File: src/rtl/xor_sched.sv
`default_nettype none
// ----------------------------------------------------------------------------
// xor_sched : round-robin scheduler for four requesters sharing one XOR unit
// Rev 1.0
// ----------------------------------------------------------------------------
module xor_sched #(
    parameter int N = 4
) (
    input  logic           clk,
    input  logic           rstn,
    input  logic [3:0]     req,
    input  logic [4*N-1:0] a_bus,
    input  logic [4*N-1:0] b_bus,
    output logic [3:0]     gnt,
    output logic           busy,
    output logic [3:0]     done,
    output logic [N-1:0]   co,
    output logic [1:0]     co_id
);

    localparam logic [1:0] S_IDLE = 2'd0;
    localparam logic [1:0] S_EXEC = 2'd1;
    localparam logic [1:0] S_DONE = 2'd2;

    logic [1:0]   state_q, state_d;
    logic [1:0]   ptr_q,   ptr_d;
    logic [3:0]   gnt_q,   gnt_d;
    logic [3:0]   done_q,  done_d;
    logic [N-1:0] opa_q,   opa_d;
    logic [N-1:0] opb_q,   opb_d;
    logic [1:0]   widx_q,  widx_d;
    logic [N-1:0] co_q,    co_d;
    logic [1:0]   co_id_q, co_id_d;

    logic         arb_found;
    logic [1:0]   arb_win;
    logic [1:0]   arb_cand;

    // Scan from ptr upward with 2-bit wrap; first asserted request wins.
    always_comb begin
        arb_found = 1'b0;
        arb_win   = ptr_q;
        arb_cand  = ptr_q;
        for (int k = 0; k < 4; k++) begin
            arb_cand = ptr_q + 2'(k);
            if (!arb_found && req[arb_cand]) begin
                arb_found = 1'b1;
                arb_win   = arb_cand;
            end
        end
    end

    always_comb begin
        state_d = state_q;
        ptr_d   = ptr_q;
        gnt_d   = gnt_q;
        done_d  = done_q;
        opa_d   = opa_q;
        opb_d   = opb_q;
        widx_d  = widx_q;
        co_d    = co_q;
        co_id_d = co_id_q;
        case (state_q)
            S_IDLE: begin
                done_d = 4'b0000;
                if (arb_found) begin
                    state_d = S_EXEC;
                    gnt_d   = 4'b0001 << arb_win;
                    opa_d   = a_bus[32'(arb_win)*N +: N];
                    opb_d   = b_bus[32'(arb_win)*N +: N];
                    widx_d  = arb_win;
                end else begin
                    gnt_d = 4'b0000;
                end
            end
            S_EXEC: begin
                co_d    = opa_q ^ opb_q;
                co_id_d = widx_q;
                done_d  = 4'b0001 << widx_q;
                state_d = S_DONE;
            end
            S_DONE: begin
                // Moving ptr past the winner gives it lowest priority next time.
                ptr_d   = widx_q + 2'd1;
                gnt_d   = 4'b0000;
                done_d  = 4'b0000;
                state_d = S_IDLE;
            end
            default: begin
                gnt_d   = 4'b0000;
                done_d  = 4'b0000;
                state_d = S_IDLE;
            end
        endcase
    end

    always_ff @(posedge clk or negedge rstn) begin
        if (!rstn) begin
            state_q <= S_IDLE;
            ptr_q   <= 2'd0;
            gnt_q   <= 4'b0000;
            done_q  <= 4'b0000;
            opa_q   <= '0;
            opb_q   <= '0;
            widx_q  <= 2'd0;
            co_q    <= '0;
            co_id_q <= 2'd0;
        end else begin
            state_q <= state_d;
            ptr_q   <= ptr_d;
            gnt_q   <= gnt_d;
            done_q  <= done_d;
            opa_q   <= opa_d;
            opb_q   <= opb_d;
            widx_q  <= widx_d;
            co_q    <= co_d;
            co_id_q <= co_id_d;
        end
    end

    assign gnt   = gnt_q;
    assign done  = done_q;
    assign busy  = (state_q != S_IDLE);
    assign co    = co_q;
    assign co_id = co_id_q;

endmodule
`default_nettype wire

File: config.mk
export PLATFORM = sky130hd
export DESIGN_NAME = xor_sched
export DESIGN_NICKNAME = d
export VERILOG_FILES = /design/src/rtl/xor_sched.sv
export SDC_FILE = /design/constraint.sdc
export NUM_CORES = 1
export LEC_CHECK = 0
export ABC_AREA = 1
export ABC_CLOCK_PERIOD_IN_PS = 2000
export CORE_ASPECT_RATIO = 0.9
export CORE_MARGIN = 2
export CORE_UTILIZATION = 28
export CTS_CLUSTER_SIZE = 8
export DETAILED_ROUTE_END_ITERATION = 12
export GPL_TIMING_DRIVEN = 0
export PLACE_DENSITY = 0.52
export RECOVER_POWER = 25
export SLEW_MARGIN = 20
export SYNTH_ARGS = -nofsm -noshare
export SYNTH_HDL_FRONTEND = slang
export SYNTH_SLANG_ARGS = --single-unit
export TNS_END_PERCENT = 20
File: constraint.sdc
create_clock -name clk -period 2 [get_ports clk]
set_input_delay 0.2 -clock clk [delete_from_list [all_inputs] [get_ports clk]]
set_output_delay 0.2 -clock clk [all_outputs]
set_load 0.02 [all_outputs]
==> Flow_metrics.wiki <==
{| class="wikitable"
! Metric !! Value
|-
| Worst vdd ir || around 0.00063 V
|-
| Number of iterations in the first detailed-routing pass || 4
|-
| Fraction of power consumed by the clock network || 7.9%
|-
| Post-detail-place hpwl || 3.67 mm
|-
| Result of the run || finished, final reports clean
|-
| Final net count || 389
|-
| Layout fillers || 742
|-
| Hold Fails Final Rpt || 0
|-
| Clock root buffer master || clkbuf_8
|-
| Share of synthesized flip-flops with an asynchronous set or reset || 100%
|-
| Clk slew on worst S/H paths || 0.10 ns
|-
| CTS tree || yes
|-
| Most frequently used cell type in the post-synthesis netlist || nand2_1
|-
| Switch share || approximately half
|-
| Number of pins with negative max-slew slack in the final report || 0
|-
| Nets in the synthesized netlist || 313
|-
| CP startpoint kind || flop
|-
| Starting utilization of the core area || ~28%
|-
| Time the final worst path needs with I/O delays and setup || about 1.9 ns
|-
| Full die area || 7760 um^2
|-
| Routed WL || 5.09 mm
|-
| Wire length of the first global-routing pass || about 8.2 mm
|-
| Predominant post-synthesis flop cell || dfrtp_1
|-
| Number of antenna repair diodes || 0
|-
| Final design instance area without fill || 2940 um^2
|-
| # clock sinks || 28
|-
| Core region area || between 6000 and 7000 um^2
|-
| Leak pwr || 1.46 nW
|-
| Worst path arrival time || 2.09 ns
|-
| Count of vias placed by the detailed router || around 2,000
|-
| Setup repair after global routing missed its margin || yes
|-
| Number of library cell types mapped by synthesis || 22
|-
| Setup-failing EPs final || 0
|-
| Power Dens Cells || about 1900 nW/um^2
|-
| Power dissipated by switching net loads || 2.72 mW
|-
| Share of cells above drive strength 1 || 22.3%
|-
| Number of global-route vias before repair || 1,690
|-
| DIE HEIGHT || 83.8 um
|-
| Routed wire length per instance || 11.6 um
|-
| Share of total power in combinational logic || 74.4%
|-
| TritonCTS buffer count || 3
|-
| Number of enable-type register cells in the synthesized netlist || 0
|-
| Final core area utilization || 42.3%
|-
| Maximum net fanout on the critical path || 10
|-
| Cell types with the largest area share after synthesis || dfrtp_1 (35%), nand2_1 (23%), nand3_1 (9.6%), nand3_2 (5.6%), nand4_4 (3.2%)
|-
| Global router's overall resource usage || 12.6%
|-
| Portion of synthesized cell area occupied by the leading cell type || 35.4%
|-
| Clock latency reported for the late side of the worst-skew pair || 0.27 ns
|-
| Post-Synthesis Cell Area || 1980 um^2
|-
| Number of design rule violations left after detail routing || 0
|-
| CP Capture Type || flop
|-
| Total cell area at the placement stage || 2610 um^2
|-
| Width of the chip || 92.7 um
|-
| Gate count after technology mapping || 271
|-
| Layout Skew || 0.00579 ns
|-
| Largest net degree at the start of global routing || 29
|-
| Transition time of the tightest slew-check pin || 0.613 ns
|-
| Type of the setup path with the least slack || flop to flop
|-
| Sequential share of power || 17.6%
|-
| Maximum capacitance violations || 0
|-
| Minimum setup slack among reg-to-reg paths || 0.08 ns
|-
| Number of antenna violations at the first check in global routing || 0
|-
| Weighted congestion at the end of routability-driven global placement || roughly 0.8
|-
| Fmax || roughly 0.52 GHz
|-
| Top cell types by occurrence after synthesis || nand2_1 (121), nand3_1 (38), dfrtp_1 (28)
|-
| Area growth syn-to-layout || 48.6%
|-
| Setup TNS || 0 ns
|-
| Internal cell power || 2.87 mW
|-
| Post-synthesis cell type with the largest combined area || dfrtp_1
|-
| Number of warnings issued by yosys || 0
|-
| Remaining antenna violation count || 0
|-
| Number of placed I/O pins || 53
|-
| FP Rows || 29
|-
| Count of state elements after synthesis || 28
|-
| Longest Clk Path Bufs || 2
|-
| Kind of path behind the tightest hold check || input port to asynchronous set/reset pin
|-
| Critical path data required time || 2.18 ns
|-
| Number of violations reported at the end of detailed-routing iteration 0 || 89
|-
| Hold slack || 0.475 ns
|-
| Max transition margin || 59.1%
|-
| Input/output buffers || 52
|-
| Leftover overflow at the end of global routing || 0
|-
| Maximum level of the CTS H-tree || 1
|-
| Proportion of synthesized chip area in sequential cells || 35.4%
|-
| Mean instance size in the synthesized netlist || 7.31 um^2
|-
| Final Cycle Share || 95.8%
|-
| Vias per Instance || 4.45
|}
[timing repair]
action,in CTS,in global routing
endpoints found under the setup margin,8,14
endpoints found under the hold margin,28,0
gates cloned,0,4
pin swaps,1,13
hold buffers,1,0
setup buffers,0,14
resized for setup,2,28
[final cells by class]
cell class                 count  area (um^2)  share of cell area, %
clock buffer                   3         41.3                   1.40
clock inverter                 1         30.0                   1.02
multi-input combinational    218         1200                   40.7
tap                           93          116                   3.95
buffer                        10          108                   3.65
timing repair buffer          69          682                   23.2
inverter                      17         66.3                   2.25
sequential                    28          703                   23.9
[power groups by stage]
stage / Sequential, mW / Clock, mW / Combinational, mW
finish: 0.985 / 0.442 / 4.16
global route: 1.02 / 0.480 / 4.62
CTS: 0.997 / 0.456 / 3.41
detailed placement: 1.00 / 0 / 3.39
global placement: 1.00 / 0 / 3.36
floorplan: 1.09 / 0 / 2.42
[cell usage in the layout, fill, tap and decap left out]
master / netlist / routed
nand2_1: 121 / 112
clkdlybuf4s50_1: 0 / 51
nand3_1: 38 / 36
dfrtp_1: 28 / 26
nand2_2: 8 / 15
inv_1: 15 / 14
nand3_2: 11 / 13
buf_4: 2 / 12
o21ai_0: 9 / 9
nand2_4: 5 / 8
buf_6: 4 / 8
nor2_1: 7 / 7
xnor2_1: 4 / 4
ha_1: 4 / 4
nand4_4: 3 / 3
buf_12: 0 / 3
clkbuf_8: 0 / 3
inv_2: 2 / 2
o21ai_1: 3 / 2
buf_2: 2 / 2
dfrtp_2: 0 / 2
clkbuf_1: 1 / 1
inv_4: 0 / 1
a21oi_1: 1 / 1
buf_8: 1 / 1
nor2_8: 1 / 1
o21ai_2: 0 / 1
nand4_1: 1 / 1
bufinv_16: 0 / 1
nand4_2: 0 / 1
dlygate4sd3_1: 0 / 1
[state kept, by name, indices dropped and copies added, names as in the netlist]
signal	cells
ptr_q	2
gnt	4
widx_q	2
done	4
opa_q	4
opb_q	4
co	4
state_q	2
co_id	2
[stage by stage]
stage	instances	setup slack, ns	total power [mW]
3_3_place_gp	416	-0.0564	4.36
4_1_cts	421	0.00525	4.87
5_1_grt	439	-0.0513	6.11
2_1_floorplan	271	0.260	3.51
3_5_place_dp	416	-0.0567	4.39
6_report	439	0.0847	5.58
[logic make-up after synthesis]
group           synth area share, %
compound gates                 3.28
fa+ha+maj                      2.53
buf+inv                        7.71
flops                          35.4
xor+xnor                       1.77
simple gates                   49.3
[worst paths after layout]
check	from	to	cells past startpoint
setup / recovery	ptr_q[0]	opb_q[2]	14
hold / removal	rstn	done[1]	2
setup reg to reg	ptr_q[0]	opb_q[2]	14
hold reg to reg	co[2]	co[2]	2
max in group asynchronous	rstn	ptr_q[0]	2
min in group clk	co[2]	co[2]	2
[critical path, stage by stage, from the launching register on]
cell and delay (ns):
dfrtp_2 0.45, inv_2 0.10, buf_8 0.13, nand2_2 0.05, nand2_2 0.08, nand2_2 0.07
nand2_4 0.12, nand4_4 0.19, buf_6 0.18, nand2_1 0.10, nand2_4 0.10, nand2_1 0.08
nand2_1 0.05, nand2_1 0.07, nand2_1 0.05
[layer usage]
metal | track usage [%] | share of wire, %
met1 | 19.7 | 49
met4 | 3.21 | 0.53
met5 | 0 | 0
met3 | 1.08 | 4.1
met2 | 18.4 | 46
No activity file was read; power rests on OpenSTA's default activity.
